$ cat src/rtl/uart_msg_streamer.sv
// uart_msg_streamer: streams len bytes from the message RAM starting at base to the UART TX
// through a 2-entry prefetch FIFO that hides the RAM's one-cycle read latency.
module uart_msg_streamer #(
  parameter int ADDR_W = 9,
  parameter int DATA_W = 8
) (
  input  logic              clk,
  input  logic              rst_n,
  input  logic              start,
  input  logic [ADDR_W-1:0] base,
  input  logic [ADDR_W:0]   len,
  output logic              read_en,
  output logic [ADDR_W-1:0] raddr,
  input  logic [DATA_W-1:0] rdata,
  output logic [DATA_W-1:0] tx_data,
  output logic              tx_valid,
  input  logic              tx_ready,
  output logic              busy,
  output logic              done
);
  localparam int LW = ADDR_W + 1;
  typedef enum logic [1:0] {IDLE, RUN, FINISH} state_t;
  state_t state_q, state_d;
  logic [ADDR_W-1:0] base_q, base_d;
  logic [ADDR_W:0] len_q, len_d, issue_q, issue_d, sent_q, sent_d;
  logic [DATA_W-1:0] fifo_q [2];
  logic [DATA_W-1:0] fifo_d [2];
  logic rd_ptr_q, rd_ptr_d, wr_ptr_q, wr_ptr_d, inflight_q, inflight_d;
  logic [1:0] count_q, count_d, occ;
  logic pop, credit;
  always_comb begin
    state_d = state_q;
    base_d = base_q;
    len_d = len_q;
    sent_d = sent_q;
    rd_ptr_d = rd_ptr_q;
    wr_ptr_d = wr_ptr_q;
    fifo_d = fifo_q;
    tx_valid = count_q != 2'd0;
    tx_data = fifo_q[rd_ptr_q];
    pop = tx_valid && tx_ready;
    occ = count_q + 2'(inflight_q);
    // a slot freed by this cycle's pop can be refilled by a read issued in the same cycle
    credit = occ < 2'd2 || (occ == 2'd2 && pop);
    read_en = state_q == RUN && issue_q < len_q && credit;
    raddr = read_en ? base_q + issue_q[ADDR_W-1:0] : '0;
    inflight_d = read_en;
    issue_d = issue_q + LW'(read_en);
    if (inflight_q) begin
      fifo_d[wr_ptr_q] = rdata;
      wr_ptr_d = ~wr_ptr_q;
    end
    if (pop) begin
      rd_ptr_d = ~rd_ptr_q;
      sent_d = sent_q + LW'(1);
    end
    count_d = count_q + 2'(inflight_q) - 2'(pop);
    if (state_q == IDLE && start) begin
      state_d = len == '0 ? FINISH : RUN;
      base_d = base;
      len_d = len;
      issue_d = '0;
      sent_d = '0;
    end else if (state_q == RUN && pop && sent_d == len_q) begin
      state_d = FINISH;
    end else if (state_q == FINISH) begin
      state_d = IDLE;
    end
    busy = state_q != IDLE;
    done = state_q == FINISH;
  end
  always_ff @(posedge clk or negedge rst_n) begin
    if (!rst_n) begin
      state_q <= IDLE;
      base_q <= '0;
      len_q <= '0;
      issue_q <= '0;
      sent_q <= '0;
      rd_ptr_q <= 1'b0;
      wr_ptr_q <= 1'b0;
      inflight_q <= 1'b0;
      count_q <= 2'd0;
      fifo_q[0] <= '0;
      fifo_q[1] <= '0;
    end else begin
      state_q <= state_d;
      base_q <= base_d;
      len_q <= len_d;
      issue_q <= issue_d;
      sent_q <= sent_d;
      rd_ptr_q <= rd_ptr_d;
      wr_ptr_q <= wr_ptr_d;
      inflight_q <= inflight_d;
      count_q <= count_d;
      fifo_q[0] <= fifo_d[0];
      fifo_q[1] <= fifo_d[1];
    end
  end
endmodule

$ cat config.mk
export PLATFORM = sky130hd
export DESIGN_NAME = uart_msg_streamer
export DESIGN_NICKNAME = d
export VERILOG_FILES = /design/src/rtl/uart_msg_streamer.sv
export SDC_FILE = /design/constraint.sdc
export NUM_CORES = 1
export LEC_CHECK = 0
export BUFFER_PORTS_ARGS = -buffer_cell sky130_fd_sc_hd__buf_2
export CAP_MARGIN = 5
export CORE_ASPECT_RATIO = 1.1
export CORE_MARGIN = 2
export CORE_UTILIZATION = 62
export CTS_BUF_LIST = sky130_fd_sc_hd__clkbuf_16
export CTS_CLUSTER_DIAMETER = 120
export DETAILED_ROUTE_END_ITERATION = 12
export PLACE_DENSITY = 0.94
export RECOVER_POWER = 100
export SLEW_MARGIN = 20
export SYNTH_ARGS = -nofsm -noshare
export SYNTH_HDL_FRONTEND = slang
export SYNTH_SLANG_ARGS = --single-unit
$ cat constraint.sdc
create_clock -name clk -period 5.38 [get_ports clk]
set_input_delay 1.076 -clock clk [delete_from_list [all_inputs] [get_ports clk]]
set_output_delay 1.076 -clock clk [all_outputs]
set_load 0.02 [all_outputs]
**Word level (Yosys, flattened, before mapping)**

Cells that the tools add are included.

- Bits in registers: 62
- Latch bits: 0
- Memory bits (writable): 0
- Bits in read-only memories: 0
- Output and inout port bits: 21
- Word-level logic and storage cells: 57
- Memories: 0

- Add/sub/neg operators: 5
- $mul: 0
- Div/mod/pow operators: 0
- Order comparisons: 5
- Eq/ne operators: 4
- Shift-type cells: 0
- Multiplexer cells: 14
- Bitwise logic cells: 4
- Reductions and logical operators: 14

Operators with widths:

| kind | number |
|---|---|
| 8-bit two-way mux | 4 |
| 10-bit two-way mux | 3 |
| 16-bit bitwise mux | 1 |
| 10-bit by 1-bit adder with 10-bit output | 1 |
| 10-bit by 1-bit adder with 10-bit output, second input constant | 1 |
| 10-bit equality test | 1 |
| 10-bit zero test | 1 |
| 10-bit less-than comparator | 1 |
| 9-bit adder | 1 |
| 9-bit two-way mux | 1 |
| 8-bit demux with 1-bit select | 1 |
| 1-bit logical AND | 8 |
| 2-bit two-way mux | 4 |
| 2-bit equality test, second input constant | 2 |
| 2-bit >= comparator, second input constant | 2 |
| 1-bit inverter with 2-bit output | 2 |
| 2-bit nonzero test | 2 |
| 3-bit nonzero test | 1 |
| 2-bit by 1-bit adder with 2-bit output | 1 |
| 2-bit by 1-bit equality test with 1-bit output, second input constant | 1 |
| 2-bit zero test | 1 |
| 2-bit by 1-bit less-than comparator with 1-bit output, second input constant | 1 |
| 2-bit less-than comparator, second input constant | 1 |
| 1-bit inverter | 2 |
| other kinds (2) | 2 |

**Longest topological paths before layout**

Gate-level depths: netlist (run 1).

- Depth in word-level cells: 7
- Gate-level depth with buffers: 13
- Mapped depth without buffers: 13

**Least setup slack after synthesis (run 1)**

Ideal clock, no wire load.

- Path kind: input port to output port
- Start point: input tx_ready
- End point: output raddr[2]
- Arrival time: 2.285 ns
- Slack: 2.019 ns
- Cell stages on the path: 5
- Buffers on the path: 0
- Path through: a31oi_1 > nand2_1 > nand4_1 > a31oi_1 > and2_1

- Cells in the longest elaborated chain, start to end: 5

Ends and longest elaborated chain:

| element | RTL line | text |
|---|---|---|
| from (decl) | 17 | `input logic tx_ready,` |
| 1-bit logical AND | 41 | `pop = tx_valid && tx_ready;` |
| 1-bit logical AND | 44 | `credit = occ < 2'd2 \|\| (occ == 2'd2 && pop);` |
| 1-bit logical OR | 44 |  |
| 1-bit logical AND | 45 | `read_en = state_q == RUN && issue_q < len_q && credit;` |
| net read_en | 12 | `output logic read_en,` |
| 9-bit two-way mux | 46 | `raddr = read_en ? base_q + issue_q[ADDR_W-1:0] : '0;` |
| to (decl) | 13 | `output logic [ADDR_W-1:0] raddr,` |

The timed path passes the listed nets, and every way through them passes these cells.

**Worst setup path in the final report (run 1)**

- Start point: register issue_q[1]
- End point: output raddr[1]

- Cells in the longest elaborated chain, start to end: 4
- Elaborated cells between the ends (all ways): 5
- Classes of those cells: add/sub: 1; order compare: 1; mux: 1; reduce/logical: 2

Ends and longest elaborated chain:

| element | RTL line | text |
|---|---|---|
| from (decl) | 25 | `logic [ADDR_W:0] len_q, len_d, issue_q, issue_d, sent_q, sent_d;` |
| from (signal assigned) | 89 | `issue_q <= issue_d;` |
| 10-bit less-than comparator | 45 |  |
| 1-bit logical AND (2 in series) | 45 |  |
| 9-bit two-way mux (*) | 46 |  |

Every way passes the cells marked *; elsewhere a longest branch is shown, timed or not.

==> results by group, run 1 <==
Final layout
  – Diode count: 0
  – Share of layout cells above drive strength 1: 24.4%
  – Layout Nets: 431
  – Final core occ: 75.1%
  – Layout area overhead: 16.4%
  – Fin cells: 456

Power
  – Clk pwr share: 19.1%
  – Maximum VDD drop: 528 uV
  – Lkg Pwr: 1.87 nW
  – Net Switching: 1.20 mW
  – Sw Share: 41.5%
  – Total power: 2.89 mW
  – Flop pwr share: 29.8%
  – Comb pwr share: 51.1%
  – PD cells: 707 mW/mm^2
  – Cell-internal power: 1.69 mW

Global routing
  – Largest net degree at the start of global routing: 63
  – Initial antenna violation count: 0
  – Vias in the first global route: 2750
  – GRT overflow: 0
  – Total GRT Usage: 26.4%
  – Global-route wire length before repair: 12.4 mm

Place
  – Port buffer count: 51
  – GPL Wtd Cong: 0.889
  – Placed wire-length estimate: 5.25 mm
  – Cell count after placement: 440

Yosys
  – Async set-reset flop share out of synthesis: 100%
  – Synth warn: 0
  – Post-synth EDFFs: 0
  – Synthesized area per cell: 10.9 um^2
  – Cells after Synth: 322
  – Syn nets: 376
  – #FFs+latches synth: 62
  – Top FF cell, synth: dfrtp_1
  – Synth cell types: 45
  – Sequential fraction of the synthesis area: 44.3%
  – Cell Area, Synth: 0.00351 mm^2

Die
  – Die Area: 0.00627 mm^2
  – Rows: 28
  – Core Area: 0.00543 mm^2
  – I/O pin count: 52
  – Die X: 75.7 um
  – Starting Density: 64.6%
  – Die Ht: 82.9 um

Clock network
  – Post_cts resized: 0
  – Root buffer selected by CTS: clkbuf_16
  – Longest Clk Path Bufs: 2
  – Skew-Pair Late Insertion Delay: 0.33 ns
  – CTS Sinks: 62
  – Clock Pin Slew Worst Setup and Hold Paths: 0.05 ns
  – CTS buffer count: 9
  – CTS tree: built
  – Cts hold-fix bufs: 0
  – H-tree depth: 3
  – Total setup buffers inserted after CTS: 0

Drt
  – Iteration-0 DRC count of the detailed router: 175
  – Drt pass-1 iters: 4
  – Vias: 2626
  – Via-to-Cell Ratio: 5.76
  – Total detailed-routing wirelength: 7.80 mm
  – Drt drc: 0
  – ANT nets after route: 0
  – WL per Instance: 17.1 um

Setup path
  – CP startpoint kind: register
  – Worst Path Max Fanout: 12
  – CP Data Required Time: 4.30 ns
  – CP arrival: 2.89 ns
  – Worst setup EP type: output pin
  – Setup CP Type: register to output pin

Timing
  – Layout Skew: 0.00544 ns
  – Final Max Slew Viols: 75
  – Final worst-path cycle share: 73.8%
  – Max Freq: 252 MHz
  – Worst slew margin: -116%
  – Slew @ Worst Pin: 3.24 ns
  – Final hold viol count: 0
  – Final setup TNS: 0 ns
  – Fin crit period: 3.97 ns
  – # setup viols final: 0
  – Worst hold slack: 0.502 ns
  – RSZ-0062 raised after global routing: false

Run status
  – Failing checks: max-capacitance violations, max-slew violations
  – Status: finished with violations

Run
  – Max Cap Viol: 2

Worst hold path
  – Hold crit path type: register to register
power by group through the flow:
stage | Clock [mW] | Sequential (mW) | Combinational [mW]
floorplan | 0 | 0.796 | 1.14
global placement | 0 | 0.840 | 1.40
detailed placement | 0 | 0.861 | 1.46
CTS | 0.550 | 0.857 | 1.49
global route | 0.576 | 0.886 | 1.61
finish | 0.552 | 0.859 | 1.47
cell usage after synthesis, types with 3 or more instances:
library cell	n	area share, %
xnor2_1	21	5.2
nand4_1	5	0.89
mux2_2	34	11
nand2_1	24	2.6
dfrtp_1	62	44
or3_1	3	0.54
ha_1	22	7.9
nor4_1	5	0.89
a21oi_1	7	1.0
and2_1	9	1.6
nand3_1	5	0.71
o21ai_0	16	2.3
xnor3_1	4	2.6
xor2_1	11	2.7
a31oi_1	3	0.54
a21o_1	4	0.86
nor2_1	25	2.7
inv_1	18	1.9
clkbuf_1	8	0.86
o41ai_1	3	0.75
nor2b_1	4	0.71
state kept, by name, summed over array words and instances (netlist names):
signal,cells
base_q,9
count_q,2
fifo_q,16
inflight_q,1
issue_q,10
len_q,10
rd_ptr_q,1
sent_q,10
state_q,2
wr_ptr_q,1
per-stage QoR:
stage                     setup slack (ns)  area, um^2
final                                 1.41        4080
after CTS                             1.51        4110
after global routing                 0.903        4080
after global placement                1.86        3830
after floorplan                       2.02        3510
after detailed placement              1.82        3830
final timing paths:
kind	startpoint	to	slack [ns]	cells after the start
worst max-delay path	issue_q[1]$_DFF_PN0_	raddr[1]	1.41	7
worst min-delay path	fifo_q[11]$_DFFE_PN0P_	fifo_q[11]$_DFFE_PN0P_	0.50	1
worst max register to register	count_q[1]$_DFF_PN0_	state_q[0]$_DFFE_PN0P_	1.56	7
worst min register to register	fifo_q[11]$_DFFE_PN0P_	fifo_q[11]$_DFFE_PN0P_	0.50	1
max in group asynchronous	rst_n	fifo_q[12]$_DFFE_PN0P_	1.63	2
min in group asynchronous	rst_n	issue_q[0]$_DFF_PN0_	1.91	2
placed cells by master (no fill, tap or decap), types with 2 or more instances in the layout:
cell type and count:
a31oi_1 3, or3_1 3, a21oi_1 7, nand2_1 24
dfrtp_1 62, nand2b_1 2, mux2_2 34, clkinv_1 3
nand4_1 5, a211o_1 2, a21o_1 4, xnor3_1 4
o21ai_0 17, or2_2 2, xnor2_1 21, nor4_1 5
clkbuf_16 9, and2_0 9, ha_1 22, inv_1 18
nor2b_1 4, nor3_1 2, a22o_1 2, nand3_1 5
nor2_1 25, buf_2 39, xor2_1 11, o41ai_1 3
clkbuf_1 14
final cells by class:
cell class	instances	area [um^2]
clock buffer	9	225
clock inverter	6	53.8
fill	359	1350
inverter	19	72.6
multi-input combinational	232	1840
sequential	62	1550
tap	75	93.8
timing repair buffer	53	248
per-layer routing:
layer	track usage, %	vias to the layer above	part of all wire (%)
met3	5.70	20	4.5
met5	0	-	0
li1	-	1239	-
met2	43.4	84	54
met1	31.2	1283	39
met4	14.5	0	2.9
critical path, cell delays in order (launching register included):
cell and delay [ns]:
dfrtp_1 0.45, ha_1 0.33, a21o_1 0.19, a21o_1 0.21
a211o_1 0.33, a31oi_1 0.66, and2_0 0.23, buf_2 0.17
cell families after synthesis:
logic type / Yosys count / share of synthesized area, %
AND/OR/NAND/NOR: 93 / 14.0
XOR/XNOR: 36 / 10.6
buffers and inverters: 28 / 3.28
flip-flops: 62 / 44.3
multiplexers: 34 / 10.9
AO/OA/AOI/OAI: 46 / 8.57
adder cells (fa/ha/maj): 23 / 8.42
(Power assumes the default switching activity.)
==> run 2, diff against run 1 <==
--- a/config.mk
+++ b/config.mk
@@ -5,15 +5,16 @@
 export SDC_FILE = /design/constraint.sdc
 export NUM_CORES = 1
 export LEC_CHECK = 0
+export ABC_AREA = 1
 export BUFFER_PORTS_ARGS = -buffer_cell sky130_fd_sc_hd__buf_2
 export CAP_MARGIN = 5
 export CORE_ASPECT_RATIO = 1.1
 export CORE_MARGIN = 2
-export CORE_UTILIZATION = 62
+export CORE_UTILIZATION = 52
 export CTS_BUF_LIST = sky130_fd_sc_hd__clkbuf_16
 export CTS_CLUSTER_DIAMETER = 120
 export DETAILED_ROUTE_END_ITERATION = 12
-export PLACE_DENSITY = 0.94
+export PLACE_DENSITY = 0.84
 export RECOVER_POWER = 100
 export SLEW_MARGIN = 20
 export SYNTH_ARGS = -nofsm -noshare
==> constraint.sdc (replaced) <==
create_clock -name clk -period 3.3 [get_ports clk]
set_input_delay 0.66 -clock clk [delete_from_list [all_inputs] [get_ports clk]]
set_output_delay 0.66 -clock clk [all_outputs]
set_load 0.02 [all_outputs]
==> results by group, run 2 <==
Yosys
  – Top FF cell, synth: dfrtp_1
  – Synth warn: 0
  – Synthesized area per cell: 7.53 um^2
  – Post-synth EDFFs: 0
  – Area leader, netlist: dfrtp_1
  – Async set-reset flop share out of synthesis: 100%
  – Synth Area in Adders: 8.04%
  – Cells after Synth: 488
  – Area share of the largest cell type after synthesis: 42.2%
  – Most numerous cell in the Yosys netlist: nand2_1
  – Compound-gate portion of the synthesized area: 9.70%
  – Sequential fraction of the synthesis area: 42.2%
  – Cell Area, Synth: 0.00367 mm^2
  – Synth cell count leaders: nand2_1 (153), dfrtp_1 (62), inv_1 (59), o21ai_0 (37), nor2_1 (34)
  – Syn nets: 542
  – #FFs+latches synth: 62
  – Simple-Gate Fraction of Synth Area: 30.3%
  – Area contributors post-synth: dfrtp_1 (42%), nand2_1 (16%), ha_1 (7.5%)
  – Multiplexer share of the synthesized area: 0%
  – Synth Area in XOR/XNOR: 1.67%
  – Largest family of logic cells by synthesized area: simple AND/OR/NAND/NOR gates
  – Synth cell types: 30

Power
  – Clk pwr share: 17.7%
  – Flop pwr share: 30.9%
  – Sw Share: 47.7%
  – Cell-internal power: 2.34 mW
  – Total power: 4.47 mW
  – PD cells: 1060 mW/mm^2
  – Lkg Pwr: 2.26 nW
  – Net Switching: 2.13 mW
  – Maximum VDD drop: 797 uV
  – Comb pwr share: 51.4%

Global routing
  – Initial antenna violation count: 0
  – GRT overflow: 0
  – Largest net degree at the start of global routing: 43
  – Global-route wire length before repair: 14.4 mm
  – Total GRT Usage: 23.2%
  – Vias in the first global route: 3274

Timing
  – Worst hold slack: 0.486 ns
  – Max Freq: 331 MHz
  – Final setup TNS: 0 ns
  – Worst slew margin: 14.4%
  – # setup viols final: 0
  – Final worst-path cycle share: 91.6%
  – RSZ-0062 raised after global routing: false
  – Layout Skew: 0.00661 ns
  – Crit path setup slack, layout: 0.276 ns
  – Slew @ Worst Pin: 1.28 ns
  – Fin crit period: 3.02 ns
  – Final Max Slew Viols: 0
  – Final hold viol count: 0

Final layout
  – Share of layout cells above drive strength 1: 11.7%
  – Most frequent standard cell in the layout excluding fill and tap cells: nand2_1
  – Area of the multi-input gates: 0.00180 mm^2
  – Layout area overhead: 14.4%
  – Largest register FFs: 16
  – Commonest non-fill, non-tap cells in the layout: nand2_1 (154), inv_1 (62), dfrtp_1 (62)
  – Sequential Area: 0.00155 mm^2
  – Fin cells: 632
  – Diode count: 0
  – Fillers: 630
  – Biggest register: fifo_q
  – Layout Nets: 597

Worst hold path
  – Worst hold start: base_q[2]$_DFFE_PN0P_
  – WHS Endpoint: base_q[2]$_DFFE_PN0P_
  – Hold depth: 2
  – Hold crit path type: register to register

Clock network
  – CTS tree: built
  – CTS Sinks: 62
  – Longest Clk Path Bufs: 2
  – H-tree depth: 3
  – CTS buffer count: 9
  – Cts hold-fix bufs: 0
  – Clock Pin Slew Worst Setup and Hold Paths: 0.05 ns
  – Root buffer selected by CTS: clkbuf_16
  – Skew-Pair Late Insertion Delay: 0.33 ns
  – Post_cts resized: 0
  – Total setup buffers inserted after CTS: 0

Drt
  – Iteration-0 DRC count of the detailed router: 271
  – ANT nets after route: 0
  – Vias: 3365
  – Drt drc: 0
  – Total detailed-routing wirelength: 8.16 mm
  – Via-to-Cell Ratio: 5.32
  – WL per Instance: 12.9 um
  – Drt pass-1 iters: 5

Setup path
  – Worst Path Max Fanout: 4
  – Setup CP Type: register to output pin
  – CP startpoint kind: register
  – CP arrival: 2.36 ns
  – Worst setup EP type: output pin
  – Reg2Reg Launch Point: len_q[5]$_DFFE_PN0P_
  – Reg2Reg Depth: 16
  – Worst R2R End: issue_q[8]$_DFF_PN0_
  – CP Data Required Time: 2.64 ns
  – Flop-to-flop setup slack: 0.52 ns

Place
  – Cell count after placement: 617
  – Placed wire-length estimate: 5.88 mm
  – Placement Setup Slack: 0.554 ns
  – GPL Wtd Cong: 0.907
  – Port buffer count: 51

Die
  – Die Area: 0.00776 mm^2
  – Die Ht: 92.2 um
  – Starting Density: 53.1%
  – Rows: 32
  – Core Area: 0.00693 mm^2
  – I/O pin count: 52
  – Die X: 84.2 um

Run
  – Max Cap Viol: 0

Run status
  – Status: complete, no violations
## run 2: logic make-up after synthesis
logic type	after synthesis
adder cells (fa/ha/maj)	23
XOR/XNOR	7
AO/OA/AOI/OAI	68
buffers and inverters	75
AND/OR/NAND/NOR	253
flip-flops	62
## run 2: stage by stage
| step | util, % | instance area, um^2 |
|---|---|---|
| finish | 60.7 | 4200 |
| global route | 60.7 | 4200 |
| CTS | 61.4 | 4250 |
| detailed placement | 57.8 | 4010 |
| global placement | 57.8 | 4010 |
| floorplan | - | 3670 |
## run 2: final cells by class
class                   count  share of cell area [%]
well taps                  85                    2.53
clock buffers               9                    5.36
multi-input cells         351                    42.9
flip-flops and latches     62                    36.9
repair buffers             54                    5.89
clock inverters             6                   0.566
inverters                  65                    5.81
## run 2: power by group through the flow
stage                     logic, mW  registers, mW  clock network (mW)
after floorplan                1.78           1.29                   0
after global placement         2.26           1.37                   0
after detailed placement       2.32           1.38                   0
after CTS                      2.36           1.38               0.799
after global routing           2.62           1.42               0.846
final                          2.30           1.38               0.791
## run 2: worst max-delay path by stage
| stage | from | slack (ns) | to |
|---|---|---|---|
| finish | issue_q[0]$_DFF_PN0_ | 0.28 | raddr[8] |
| global route | len_q[7]$_DFFE_PN0P_ | 0.05 | raddr[4] |
| CTS | issue_q[0]$_DFF_PN0_ | 0.33 | raddr[8] |
| detailed placement | tx_ready | 0.55 | issue_q[8]$_DFF_PN0_ |
| global placement | tx_ready | 0.66 | issue_q[8]$_DFF_PN0_ |
| floorplan | issue_q[5]$_DFF_PN0_ | 0.81 | raddr[2] |
## run 2: layer usage
layer  vias up  track usage (%)  wire [um]
met1      1548             28.8       3520
met3        28             3.69        394
met2       109             38.4       3980
li1       1680                -          -
met4         0             13.2        261
met5         -                0          0
## run 2: worst max-delay path, cell delays in order (launching register included)
cell      delay, ns
dfrtp_1        0.41
ha_1           0.22
fa_1           0.41
nand3_1        0.09
nand3_1        0.13
nand4_1        0.11
o211ai_1       0.11
xor2_1         0.16
nor2_1         0.15
clkbuf_1       0.25
==> run 3, diff against run 2 <==
--- a/config.mk
+++ b/config.mk
@@ -8,7 +8,7 @@
 export ABC_AREA = 1
 export BUFFER_PORTS_ARGS = -buffer_cell sky130_fd_sc_hd__buf_2
 export CAP_MARGIN = 5
-export CORE_ASPECT_RATIO = 1.1
+export CORE_ASPECT_RATIO = 0.7
 export CORE_MARGIN = 2
 export CORE_UTILIZATION = 52
 export CTS_BUF_LIST = sky130_fd_sc_hd__clkbuf_16
==> results by group, run 3 (synthesis results as in run 2) <==
Clock network
  – Post_cts resized: 0
  – CTS tree: built
  – Skew-Pair Late Insertion Delay: 0.33 ns
  – Cts hold-fix bufs: 0
  – CTS Sinks: 62
  – H-tree depth: 3
  – Root buffer selected by CTS: clkbuf_16
  – Longest Clk Path Bufs: 2
  – Total setup buffers inserted after CTS: 0
  – CTS buffer count: 9
  – Clock Pin Slew Worst Setup and Hold Paths: 0.05 ns

Place
  – GPL Wtd Cong: 0.902
  – Placed wire-length estimate: 6.43 mm
  – Port buffer count: 51
  – DP Area: 0.00402 mm^2

Final layout
  – Fillers: 637
  – Largest register FFs: 16
  – Most frequent standard cell in the layout excluding fill and tap cells: nand2_1
  – Layout Nets: 598
  – Biggest register: fifo_q
  – Diode count: 0
  – Layout area overhead: 14.6%
  – Cell area after layout: 0.00421 mm^2
  – Final core occ: 62.0%
  – Commonest non-fill, non-tap cells in the layout: nand2_1 (154), dfrtp_1 (62), inv_1 (60)
  – Share of layout cells above drive strength 1: 11.9%

Power
  – Cell-internal power: 2.34 mW
  – Maximum VDD drop: 942 uV
  – Comb pwr share: 51.7%
  – PD cells: 1070 mW/mm^2
  – Flop pwr share: 30.7%
  – Clk pwr share: 17.6%
  – Lkg Pwr: 2.25 nW
  – Net Switching: 2.15 mW
  – Total power: 4.49 mW
  – Sw Share: 47.9%

Die
  – I/O pin count: 52
  – Rows: 25
  – Die X: 104 um
  – Starting Density: 54.1%
  – Die Ht: 74.3 um
  – Core Area: 0.00679 mm^2
  – Die Area: 0.00777 mm^2

Timing
  – # setup viols final: 0
  – Slew @ Worst Pin: 1.77 ns
  – Layout Skew: 0.00862 ns
  – Final worst-path cycle share: 92.4%
  – Worst slew margin: -17.9%
  – Final Max Slew Viols: 34
  – Max Freq: 328 MHz
  – Final setup TNS: 0 ns
  – Final hold viol count: 0
  – RSZ-0062 raised after global routing: false
  – Fin crit period: 3.05 ns

Global routing
  – Global-route wire length before repair: 14.6 mm
  – Vias in the first global route: 3242
  – Total GRT Usage: 24.1%
  – GRT overflow: 0
  – Initial antenna violation count: 0
  – Largest net degree at the start of global routing: 34

Worst hold path
  – Worst hold start: fifo_q[0]$_DFFE_PN0P_
  – WHS Endpoint: fifo_q[0]$_DFFE_PN0P_
  – Hold depth: 2
  – Hold crit path type: register to register

Drt
  – Drt drc: 0
  – Vias: 3340
  – Total detailed-routing wirelength: 8.40 mm
  – Drt pass-1 iters: 4
  – WL per Instance: 13.1 um
  – Iteration-0 DRC count of the detailed router: 167
  – Via-to-Cell Ratio: 5.22
  – ANT nets after route: 0

Setup path
  – CP startpoint kind: register
  – CP arrival: 2.39 ns
  – Worst Path Max Fanout: 4
  – Reg2Reg Depth: 13
  – CP Data Required Time: 2.64 ns
  – CP startpoint: issue_q[0]$_DFF_PN0_
  – Flop-to-flop setup slack: 0.46 ns
  – Worst setup EP type: output pin
  – Reg2Reg Launch Point: inflight_q$_DFF_PN0_
  – Worst R2R End: issue_q[8]$_DFF_PN0_
  – Setup CP Type: register to output pin

Run status
  – Status: finished with violations
  – Failing checks: max-capacitance violations, max-slew violations

Run
  – Max Cap Viol: 1
==> run 3: cell count changes in the layout (fill, tap and decap cells not counted), sizes merged <==
| cell | delta |
|---|---|
| inv | -2 |
| clkbuf | +1 |
==> run 3: metrics by stage <==
stage / hold slack (ns) / std cells / worst slack, ns
final: 0.486 / 640 / 0.252
after detailed placement: 0.474 / 627 / 0.371
after global routing: 0.507 / 640 / 0.0383
after global placement: 0.466 / 627 / 0.567
after floorplan: 0.364 / 488 / 0.810
after CTS: 0.415 / 640 / 0.272
==> run 3: critical path: stages, from the launching register on <==
cell and delay [ns]:
dfrtp_1 0.40, ha_1 0.22, fa_1 0.42, nand3_1 0.10, nand3_1 0.15, nand4_1 0.11
o211ai_1 0.10, xor2_1 0.16, nor2_1 0.13, clkbuf_1 0.26
==> run 3: worst max path at each step <==
stage                      endpoint  cells past startpoint  slack [ns]
2_1_floorplan              raddr[2]                      8        0.81
3_3_place_gp   issue_q[9]$_DFF_PN0_                     15        0.57
3_5_place_dp   issue_q[8]$_DFF_PN0_                     14        0.37
4_1_cts                    raddr[7]                      9        0.27
5_1_grt                    raddr[7]                      9        0.04
6_report                   raddr[8]                      9        0.25
==> run 3: cell type report <==
type	instances	area (um^2)	area share [%]
multi-input combinational	351	1800	42.8
sequential	62	1550	36.8
inverter	65	244	5.79
timing repair buffer	55	250	5.94
tap	94	118	2.79
clock inverter	4	18.8	0.446
clock buffer	9	225	5.35
==> run 3: power groups by stage <==
stage	combinational (mW)	sequential, mW	clock, mW
after CTS	2.39	1.38	0.804
after global placement	2.27	1.36	0
after detailed placement	2.36	1.39	0
final	2.32	1.38	0.791
after global routing	2.64	1.43	0.835
after floorplan	1.78	1.29	0
==> run 3: per-layer routing <==
layer	track usage [%]	wire (um)
met5	0	0
met4	6.61	80
met3	6.92	494
met2	42.4	4080
met1	29.7	3750
